==> src/rtl/dmem_arb_pkg.sv <==
// Shared types and constants for the data-memory arbiter.
package dmem_arb_pkg;

    // Who owns the port (or the read data returning next cycle).
    typedef enum logic [1:0] {
        OWN_NONE,
        OWN_CORE,
        OWN_EXT
    } owner_t;

    // Byte-enable width for the 32-bit data path (DATA_W/8).
    localparam int BE_W = 4;

endpackage

==> src/rtl/dmem_arbiter_if.sv <==
// Bus bundle between the core memory stage, the external master and the memory.
// Handshake: the core request is qualified as (|core_en)&(core_wea|core_rea) and
// is held stable while mem_hold=1; ext_req is held until ext_gnt pulses for one
// cycle; read data returns one cycle after the grant (ext_rvalid / core_dout).
interface dmem_arbiter_if
    import dmem_arb_pkg::*;
#(
    parameter int ADDR_W = 32,
    parameter int DATA_W = 32,
    parameter int CNT_W  = 16
) ();
    // core side
    logic [BE_W-1:0]   core_en;
    logic              core_wea;
    logic              core_rea;
    logic [ADDR_W-1:0] core_addr;
    logic [DATA_W-1:0] core_din;
    logic [DATA_W-1:0] core_dout;
    logic              mem_hold;
    // external master side
    logic              ext_req;
    logic              ext_we;
    logic [BE_W-1:0]   ext_be;
    logic [ADDR_W-1:0] ext_addr;
    logic [DATA_W-1:0] ext_wdata;
    logic              ext_lock;
    logic              ext_gnt;
    logic              ext_rvalid;
    logic [DATA_W-1:0] ext_rdata;
    // memory side
    logic [BE_W-1:0]   mem_en;
    logic              mem_wea;
    logic              mem_rea;
    logic [ADDR_W-1:0] mem_addr;
    logic [DATA_W-1:0] mem_din;
    logic [DATA_W-1:0] mem_dout;
    // status and debug visibility of internal state
    logic [CNT_W-1:0]  stall_cnt;
    owner_t            dbg_last_grant;
    owner_t            dbg_rd_owner;

    // Arbiter view.
    modport slave (
        input  core_en, core_wea, core_rea, core_addr, core_din,
        output core_dout, mem_hold,
        input  ext_req, ext_we, ext_be, ext_addr, ext_wdata, ext_lock,
        output ext_gnt, ext_rvalid, ext_rdata,
        output mem_en, mem_wea, mem_rea, mem_addr, mem_din,
        input  mem_dout,
        output stall_cnt, dbg_last_grant, dbg_rd_owner
    );

    // Environment view (masters plus memory).
    modport master (
        output core_en, core_wea, core_rea, core_addr, core_din,
        input  core_dout, mem_hold,
        output ext_req, ext_we, ext_be, ext_addr, ext_wdata, ext_lock,
        input  ext_gnt, ext_rvalid, ext_rdata,
        input  mem_en, mem_wea, mem_rea, mem_addr, mem_din,
        output mem_dout,
        input  stall_cnt, dbg_last_grant, dbg_rd_owner
    );
endinterface

==> src/rtl/dmem_arbiter_rr_arb2.sv <==
// Two-way round-robin arbiter with external lock override.
module rr_arb2
    import dmem_arb_pkg::*;
(
    input  logic   clk,
    input  logic   Rst,
    input  logic   i_core_req,
    input  logic   i_ext_req,
    input  logic   i_lock,
    output logic   o_gnt_core,
    output logic   o_gnt_ext,
    output owner_t o_last_grant
);
    owner_t r_last_grant;
    owner_t w_last_nxt;

    // last_grant register; reset to EXT so the core wins the first contention.
    always_ff @(posedge clk) begin
        if (Rst) r_last_grant <= OWN_EXT;
        else     r_last_grant <= w_last_nxt;
    end

    // Grant decision and last_grant update; contention is both requesting.
    always_comb begin
        o_gnt_core = 1'b0;
        o_gnt_ext  = 1'b0;
        w_last_nxt = r_last_grant;
        if (!Rst) begin
            if (i_lock) begin
                o_gnt_ext = i_ext_req;
            end else if (i_core_req && i_ext_req) begin
                o_gnt_core = (r_last_grant == OWN_EXT);
                o_gnt_ext  = (r_last_grant != OWN_EXT);
            end else begin
                o_gnt_core = i_core_req;
                o_gnt_ext  = i_ext_req;
            end
            // A locked contention counts as an EXT win, so the core goes next.
            if (i_core_req && i_ext_req)
                w_last_nxt = o_gnt_ext ? OWN_EXT : OWN_CORE;
        end
    end

    assign o_last_grant = r_last_grant;
endmodule

==> src/rtl/dmem_arbiter.sv <==
// Data-memory port sharing between the core memory stage and an external master.
module dmem_arbiter
    import dmem_arb_pkg::*;
#(
    parameter int ADDR_W = 32,
    parameter int DATA_W = 32,
    parameter int CNT_W  = 16
) (
    input  logic        clk,
    input  logic        Rst,
    dmem_arbiter_if.slave bus
);
    logic              w_core_req;
    logic              w_gnt_core;
    logic              w_gnt_ext;
    logic              w_hold;
    logic [ADDR_W-1:0] w_addr;
    logic [DATA_W-1:0] w_din;
    owner_t            r_rd_owner;
    logic [CNT_W-1:0]  r_stall_cnt;

    assign w_core_req = (|bus.core_en) & (bus.core_wea | bus.core_rea);

    rr_arb2 u_rr_arb2 (
        .clk          (clk),
        .Rst          (Rst),
        .i_core_req   (w_core_req),
        .i_ext_req    (bus.ext_req),
        .i_lock       (bus.ext_lock),
        .o_gnt_core   (w_gnt_core),
        .o_gnt_ext    (w_gnt_ext),
        .o_last_grant (bus.dbg_last_grant)
    );

    // The core is held whenever it requests but does not own the port.
    assign w_hold = w_core_req & ~w_gnt_core & ~Rst;

    // Memory port mux: idle (all strobes low) unless someone is granted.
    always_comb begin
        bus.mem_en  = '0;
        bus.mem_wea = 1'b0;
        bus.mem_rea = 1'b0;
        w_addr      = '0;
        w_din       = '0;
        if (w_gnt_core) begin
            bus.mem_en  = bus.core_en;
            bus.mem_wea = bus.core_wea;
            bus.mem_rea = bus.core_rea;
            w_addr      = bus.core_addr;
            w_din       = bus.core_din;
        end else if (w_gnt_ext) begin
            bus.mem_en  = bus.ext_be;
            bus.mem_wea = bus.ext_we;
            bus.mem_rea = ~bus.ext_we;
            w_addr      = bus.ext_addr;
            w_din       = bus.ext_wdata;
        end
    end

    // Remember who issued a read so the returning data is steered next cycle.
    always_ff @(posedge clk) begin
        if (Rst)                              r_rd_owner <= OWN_NONE;
        else if (w_gnt_core && bus.core_rea)  r_rd_owner <= OWN_CORE;
        else if (w_gnt_ext && !bus.ext_we)    r_rd_owner <= OWN_EXT;
        else                                  r_rd_owner <= OWN_NONE;
    end

    // Saturating count of held cycles.
    always_ff @(posedge clk) begin
        if (Rst)                       r_stall_cnt <= '0;
        else if (w_hold && !(&r_stall_cnt)) r_stall_cnt <= r_stall_cnt + CNT_W'(1);
    end

    assign bus.mem_addr     = w_addr;
    assign bus.mem_din      = w_din;
    assign bus.mem_hold     = w_hold;
    assign bus.ext_gnt      = w_gnt_ext;
    // Gated by Rst so a read in flight when reset hits is dropped.
    assign bus.ext_rvalid   = (r_rd_owner == OWN_EXT) & ~Rst;
    assign bus.ext_rdata    = bus.mem_dout;
    assign bus.core_dout    = bus.mem_dout;
    assign bus.stall_cnt    = r_stall_cnt;
    assign bus.dbg_rd_owner = r_rd_owner;
endmodule

==> src/flat_wrapper.sv <==
// flat-port wrapper written by rule: the top's interface ports become plain ports
module dmem_arbiter_flat import dmem_arb_pkg::*;
#(
    parameter int ADDR_W = 32,
    parameter int DATA_W = 32,
    parameter int CNT_W  = 16
)
  (clk, Rst, bus_core_en, bus_core_wea, bus_core_rea, bus_core_addr, bus_core_din, bus_core_dout, bus_mem_hold, bus_ext_req, bus_ext_we, bus_ext_be, bus_ext_addr, bus_ext_wdata, bus_ext_lock, bus_ext_gnt, bus_ext_rvalid, bus_ext_rdata, bus_mem_en, bus_mem_wea, bus_mem_rea, bus_mem_addr, bus_mem_din, bus_mem_dout, bus_stall_cnt, bus_dbg_last_grant, bus_dbg_rd_owner);
  dmem_arbiter_if #(.ADDR_W(ADDR_W), .DATA_W(DATA_W), .CNT_W(CNT_W)) bus_i ();
  input  logic clk;
  input  logic Rst;
  input wire logic [$bits(bus_i.core_en)-1:0] bus_core_en;
  input wire logic [$bits(bus_i.core_wea)-1:0] bus_core_wea;
  input wire logic [$bits(bus_i.core_rea)-1:0] bus_core_rea;
  input wire logic [$bits(bus_i.core_addr)-1:0] bus_core_addr;
  input wire logic [$bits(bus_i.core_din)-1:0] bus_core_din;
  output wire logic [$bits(bus_i.core_dout)-1:0] bus_core_dout;
  output wire logic [$bits(bus_i.mem_hold)-1:0] bus_mem_hold;
  input wire logic [$bits(bus_i.ext_req)-1:0] bus_ext_req;
  input wire logic [$bits(bus_i.ext_we)-1:0] bus_ext_we;
  input wire logic [$bits(bus_i.ext_be)-1:0] bus_ext_be;
  input wire logic [$bits(bus_i.ext_addr)-1:0] bus_ext_addr;
  input wire logic [$bits(bus_i.ext_wdata)-1:0] bus_ext_wdata;
  input wire logic [$bits(bus_i.ext_lock)-1:0] bus_ext_lock;
  output wire logic [$bits(bus_i.ext_gnt)-1:0] bus_ext_gnt;
  output wire logic [$bits(bus_i.ext_rvalid)-1:0] bus_ext_rvalid;
  output wire logic [$bits(bus_i.ext_rdata)-1:0] bus_ext_rdata;
  output wire logic [$bits(bus_i.mem_en)-1:0] bus_mem_en;
  output wire logic [$bits(bus_i.mem_wea)-1:0] bus_mem_wea;
  output wire logic [$bits(bus_i.mem_rea)-1:0] bus_mem_rea;
  output wire logic [$bits(bus_i.mem_addr)-1:0] bus_mem_addr;
  output wire logic [$bits(bus_i.mem_din)-1:0] bus_mem_din;
  input wire logic [$bits(bus_i.mem_dout)-1:0] bus_mem_dout;
  output wire logic [$bits(bus_i.stall_cnt)-1:0] bus_stall_cnt;
  output wire logic [$bits(bus_i.dbg_last_grant)-1:0] bus_dbg_last_grant;
  output wire logic [$bits(bus_i.dbg_rd_owner)-1:0] bus_dbg_rd_owner;
  assign bus_i.core_en = bus_core_en;
  assign bus_i.core_wea = bus_core_wea;
  assign bus_i.core_rea = bus_core_rea;
  assign bus_i.core_addr = bus_core_addr;
  assign bus_i.core_din = bus_core_din;
  assign bus_core_dout = bus_i.core_dout;
  assign bus_mem_hold = bus_i.mem_hold;
  assign bus_i.ext_req = bus_ext_req;
  assign bus_i.ext_we = bus_ext_we;
  assign bus_i.ext_be = bus_ext_be;
  assign bus_i.ext_addr = bus_ext_addr;
  assign bus_i.ext_wdata = bus_ext_wdata;
  assign bus_i.ext_lock = bus_ext_lock;
  assign bus_ext_gnt = bus_i.ext_gnt;
  assign bus_ext_rvalid = bus_i.ext_rvalid;
  assign bus_ext_rdata = bus_i.ext_rdata;
  assign bus_mem_en = bus_i.mem_en;
  assign bus_mem_wea = bus_i.mem_wea;
  assign bus_mem_rea = bus_i.mem_rea;
  assign bus_mem_addr = bus_i.mem_addr;
  assign bus_mem_din = bus_i.mem_din;
  assign bus_i.mem_dout = bus_mem_dout;
  assign bus_stall_cnt = bus_i.stall_cnt;
  assign bus_dbg_last_grant = bus_i.dbg_last_grant;
  assign bus_dbg_rd_owner = bus_i.dbg_rd_owner;
  dmem_arbiter #(.ADDR_W(ADDR_W), .DATA_W(DATA_W), .CNT_W(CNT_W)) u_core (.clk(clk), .Rst(Rst), .bus(bus_i));
endmodule
==> config.mk <==
export PLATFORM = sky130hd
export DESIGN_NAME = dmem_arbiter_flat
export DESIGN_NICKNAME = d
export VERILOG_FILES = /design/src/rtl/dmem_arb_pkg.sv /design/src/rtl/dmem_arbiter_if.sv /design/src/rtl/dmem_arbiter_rr_arb2.sv /design/src/rtl/dmem_arbiter.sv /design/src/flat_wrapper.sv
export SDC_FILE = /design/constraint.sdc
export NUM_CORES = 1
export LEC_CHECK = 0
export ABC_AREA = 0
export BUFFER_PORTS_ARGS = -buffer_cell sky130_fd_sc_hd__buf_4
export CAP_MARGIN = 25
export CORE_AREA = 2 2 128 130
export CTS_CLUSTER_SIZE = 16
export DETAILED_ROUTE_END_ITERATION = 7
export DIE_AREA = 0 0 130 132
export PLACE_DENSITY = 0.44
export SLEW_MARGIN = 10
export SYNTH_ARGS = -nofsm -noshare
export SYNTH_HDL_FRONTEND = slang
export SYNTH_SLANG_ARGS = --single-unit
==> constraint.sdc <==
create_clock -name clk -period 3.37 [get_ports clk]
set_clock_uncertainty 0.2 [all_clocks]
set_input_delay 0.337 -clock clk [delete_from_list [all_inputs] [get_ports clk]]
set_output_delay 0.337 -clock clk [all_outputs]
set_load 0.05 [all_outputs]
==> results by group <==
Status
  – Status: complete, no violations

Setup path
  – Critical path peak fanout: 30
  – R2R cell count: 5
  – Worst endpoint data arrival time: 2420 ps
  – Crit path launch type: flop
  – Critical R2R Launch: u_core.bus.stall_cnt[2]$_SDFFE_PP0P_
  – Worst setup path startpoint: u_core.u_rr_arb2.o_last_grant[1]$_SDFFE_PP1N_
  – WS Path Type: flop to output port
  – Req. time, crit path: 2830 ps
  – Setup crit end kind: output port

Detailed routing
  – Metal2 WL: 5.16 mm
  – Highest Signal Layer: met4
  – DR WL/cell: 17.4 um
  – Vias per cell: 4.05
  – Met1 WL: 4.20 mm
  – Number of detailed-route iterations in the first pass: 4
  – Residual DRC: 0
  – Detailed-route via count: 2,596
  – DRT iter0 DRCs: 85
  – Final wirelength: 11.1 mm
  – ANT nets after route: 0
  – Met3 wire len: 1.72 mm

Clocking
  – Htree depth: 1
  – Clk slew on worst S/H paths: 60 ps
  – CTS sink count: 20
  – Max clock buf depth: 2
  – CTS tree: done
  – CTS Hold Bufs: 0
  – Root Buffer: clkbuf_16
  – Clk Latency, worst-skew pair: 250 ps
  – CTS Buf Count: 3

Power
  – Net Sw Power: 464 uW
  – Switching share of total power: 41.8%
  – Logic gate share of total power: 56.0%
  – Clock power share: 21.9%
  – Pwr Density: 292 mW/mm^2
  – Maximum vdd drop: 0.000139 V
  – Sequential share of power: 22.1%
  – Lkg Pwr: 0.00185 uW
  – Internal power: 644 uW

STA
  – Setup-failing EPs final: 0
  – Final hold violations: 0
  – RSZ-0062 raised after global routing: false
  – Fin Setup TNS: 0 ps
  – Min Tclk post-route: 2950 ps
  – Fmax: 339 MHz
  – Relative slew slack: 43.3%
  – Slew @ Worst Pin: 843 ps
  – Final period util: 87.6%
  – Slew Viols, Final: 0

Yosys
  – Post-synthesis sequential area ratio: 18.0%
  – Post-Syn Area: 0.00222 sq mm
  – #FFs+latches synth: 20
  – Synth top area cells: a22o_1 27%, buf_4 22%, dfxtp_1 18%, buf_6 3.5%, mux2i_1 3.1%
  – Area share of the largest cell type after synthesis: 27.2%
  – Post-synth EDFFs: 0
  – Post-synth cell types: 36
  – Syn Area/Cell: 8.43 sq um
  – Synth warn: 0
  – Mapped Cells: 264
  – Synth area leader: a22o_1
  – Main flop type after synthesis: dfxtp_1
  – Ys async rst share: 0%
  – Post-synthesis net count: 440

Global routing
  – Initial antenna violation count: 0
  – Vias in the first global route: 2,635
  – GR Overflow Total: 0
  – Global-route wire length before repair: 15.4 mm
  – Overall Global Routing Usage: 11.7%
  – Largest net degree at the start of global routing: 45

Floorplanning
  – Vert. Die Dim: 132 um
  – IO Count: 332
  – Die Area: 0.0172 sq mm
  – CORE AREA: 0.0157 sq mm
  – FP Rows: 46
  – Die X: 130 um
  – Initial Util: 14.2%

Placement
  – # port buffers: 235
  – Hpwl dp: 9.43 mm
  – Placer Congestion: 0.807

Finish
  – Layout cell share with drive strength beyond 1: 59.1%
  – NumNets Final: 603
  – Final core area utilization: 24.2%
  – # diodes: 0
  – Area Growth Syn to Fin: 70.6%

Min path
  – Hold Path Cell Cnt: 2
  – Min-delay src: bus_core_rea
  – Hold crit path type: input pin to flop

Flow run
  – Max_cap viols: 0
-- cell families (layout without fill, tap and decap cells) --
kind of cell / Yosys count / after routing / synth area share, %
compound gates: 82 / 82 / 32.5
flops: 20 / 20 / 18.0
simple gates: 62 / 62 / 15.6
mux: 7 / 7 / 3.15
xor+xnor: 6 / 6 / 2.36
fa+ha+maj: 1 / 1 / 0.562
buf+inv: 86 / 247 / 27.8
-- final timing paths --
path	to	slack (ps)
hold / removal	u_core.bus.dbg_rd_owner[0]$_SDFF_PP0_	160
hold reg to reg	u_core.u_rr_arb2.o_last_grant[0]$_SDFFE_PP0N_	280
setup reg to reg	u_core.bus.stall_cnt[15]$_SDFFE_PP0P_	1070
setup / recovery	bus_mem_din[7]	420
-- layout make-up --
class	instances	area, sq um
Sequential cell	20	400
Multi-Input combinational cell	158	1210
Inverter	5	18.8
Tap cell	216	270
Clock buffer	3	75.1
Fill cell	1728	11900
Timing Repair Buffer	239	1820
-- timing repair --
action                                  in CTS  in global routing
buffers inserted                             0                  0
gates resized for setup                      0                  1
endpoints found under the setup margin       0                  4
-- cell usage in the layout, fill, tap and decap left out, types with 5 or more instances in the layout --
| cell type | Yosys | routed |
|---|---|---|
| a22o_1 | 69 | 69 |
| buf_4 | 64 | 237 |
| dfxtp_1 | 20 | 20 |
| inv_1 | 5 | 5 |
| mux2i_1 | 7 | 7 |
| nand2_1 | 9 | 9 |
| nand2b_1 | 9 | 9 |
| nand3_1 | 7 | 7 |
| nand4_1 | 7 | 7 |
| nor2_1 | 12 | 12 |
| xnor2_1 | 6 | 6 |
-- cell usage after synthesis (2+ instances only) --
library cell,instances
a22o_1,69
buf_4,64
dfxtp_1,20
nor2_1,12
nand2_1,9
nand2b_1,9
clkbuf_1,8
buf_6,7
mux2i_1,7
nand3_1,7
nand4_1,7
xnor2_1,6
inv_1,5
a21o_1,4
a21oi_1,4
nor4_1,4
and2_1,2
buf_2,2
-- worst max-delay path: stages, from the launching register on --
cell      delay, ps
dfxtp_1         420
nand2b_1        100
a21oi_2         400
and3_4          530
buf_4           280
a22o_1          190
buf_4           240
-- power groups by stage --
| stage | combinational (uW) | sequential [uW] | clock [uW] |
|---|---|---|---|
| 4_1_cts | 626 | 245 | 255 |
| 6_report | 621 | 245 | 242 |
| 5_1_grt | 649 | 246 | 269 |
| 3_5_place_dp | 623 | 250 | 0 |
| 2_1_floorplan | 544 | 263 | 0 |
| 3_3_place_gp | 625 | 250 | 0 |
-- metal layers --
| layer | vias to the layer above | GRT usage [%] |
|---|---|---|
| met5 | - | 0 |
| met4 | 0 | 1.79 |
| met3 | 12 | 6.45 |
| met2 | 170 | 19.2 |
| met1 | 1178 | 13.6 |
| li1 | 1236 | - |
-- metrics by stage --
| step | instance area [sq um] | std cells | hold WS, ps | total power [uW] | setup slack (ps) |
|---|---|---|---|---|---|
| global route | 3790 | 641 | 189 | 1160 | 212 |
| CTS | 3790 | 641 | 181 | 1130 | 145 |
| global placement | 3720 | 638 | 277 | 875 | 468 |
| finish | 3790 | 641 | 163 | 1110 | 417 |
| detailed placement | 3720 | 638 | 279 | 874 | 418 |
| floorplan | 2220 | 264 | 273 | 807 | 432 |
-- flip-flops by register name (all words and copies together), names as in the netlist --
signal	flops
u_core.bus.stall_cnt	16
u_core.bus.dbg_rd_owner	2
u_core.u_rr_arb2.o_last_grant	2
(Power assumes the default switching activity.)
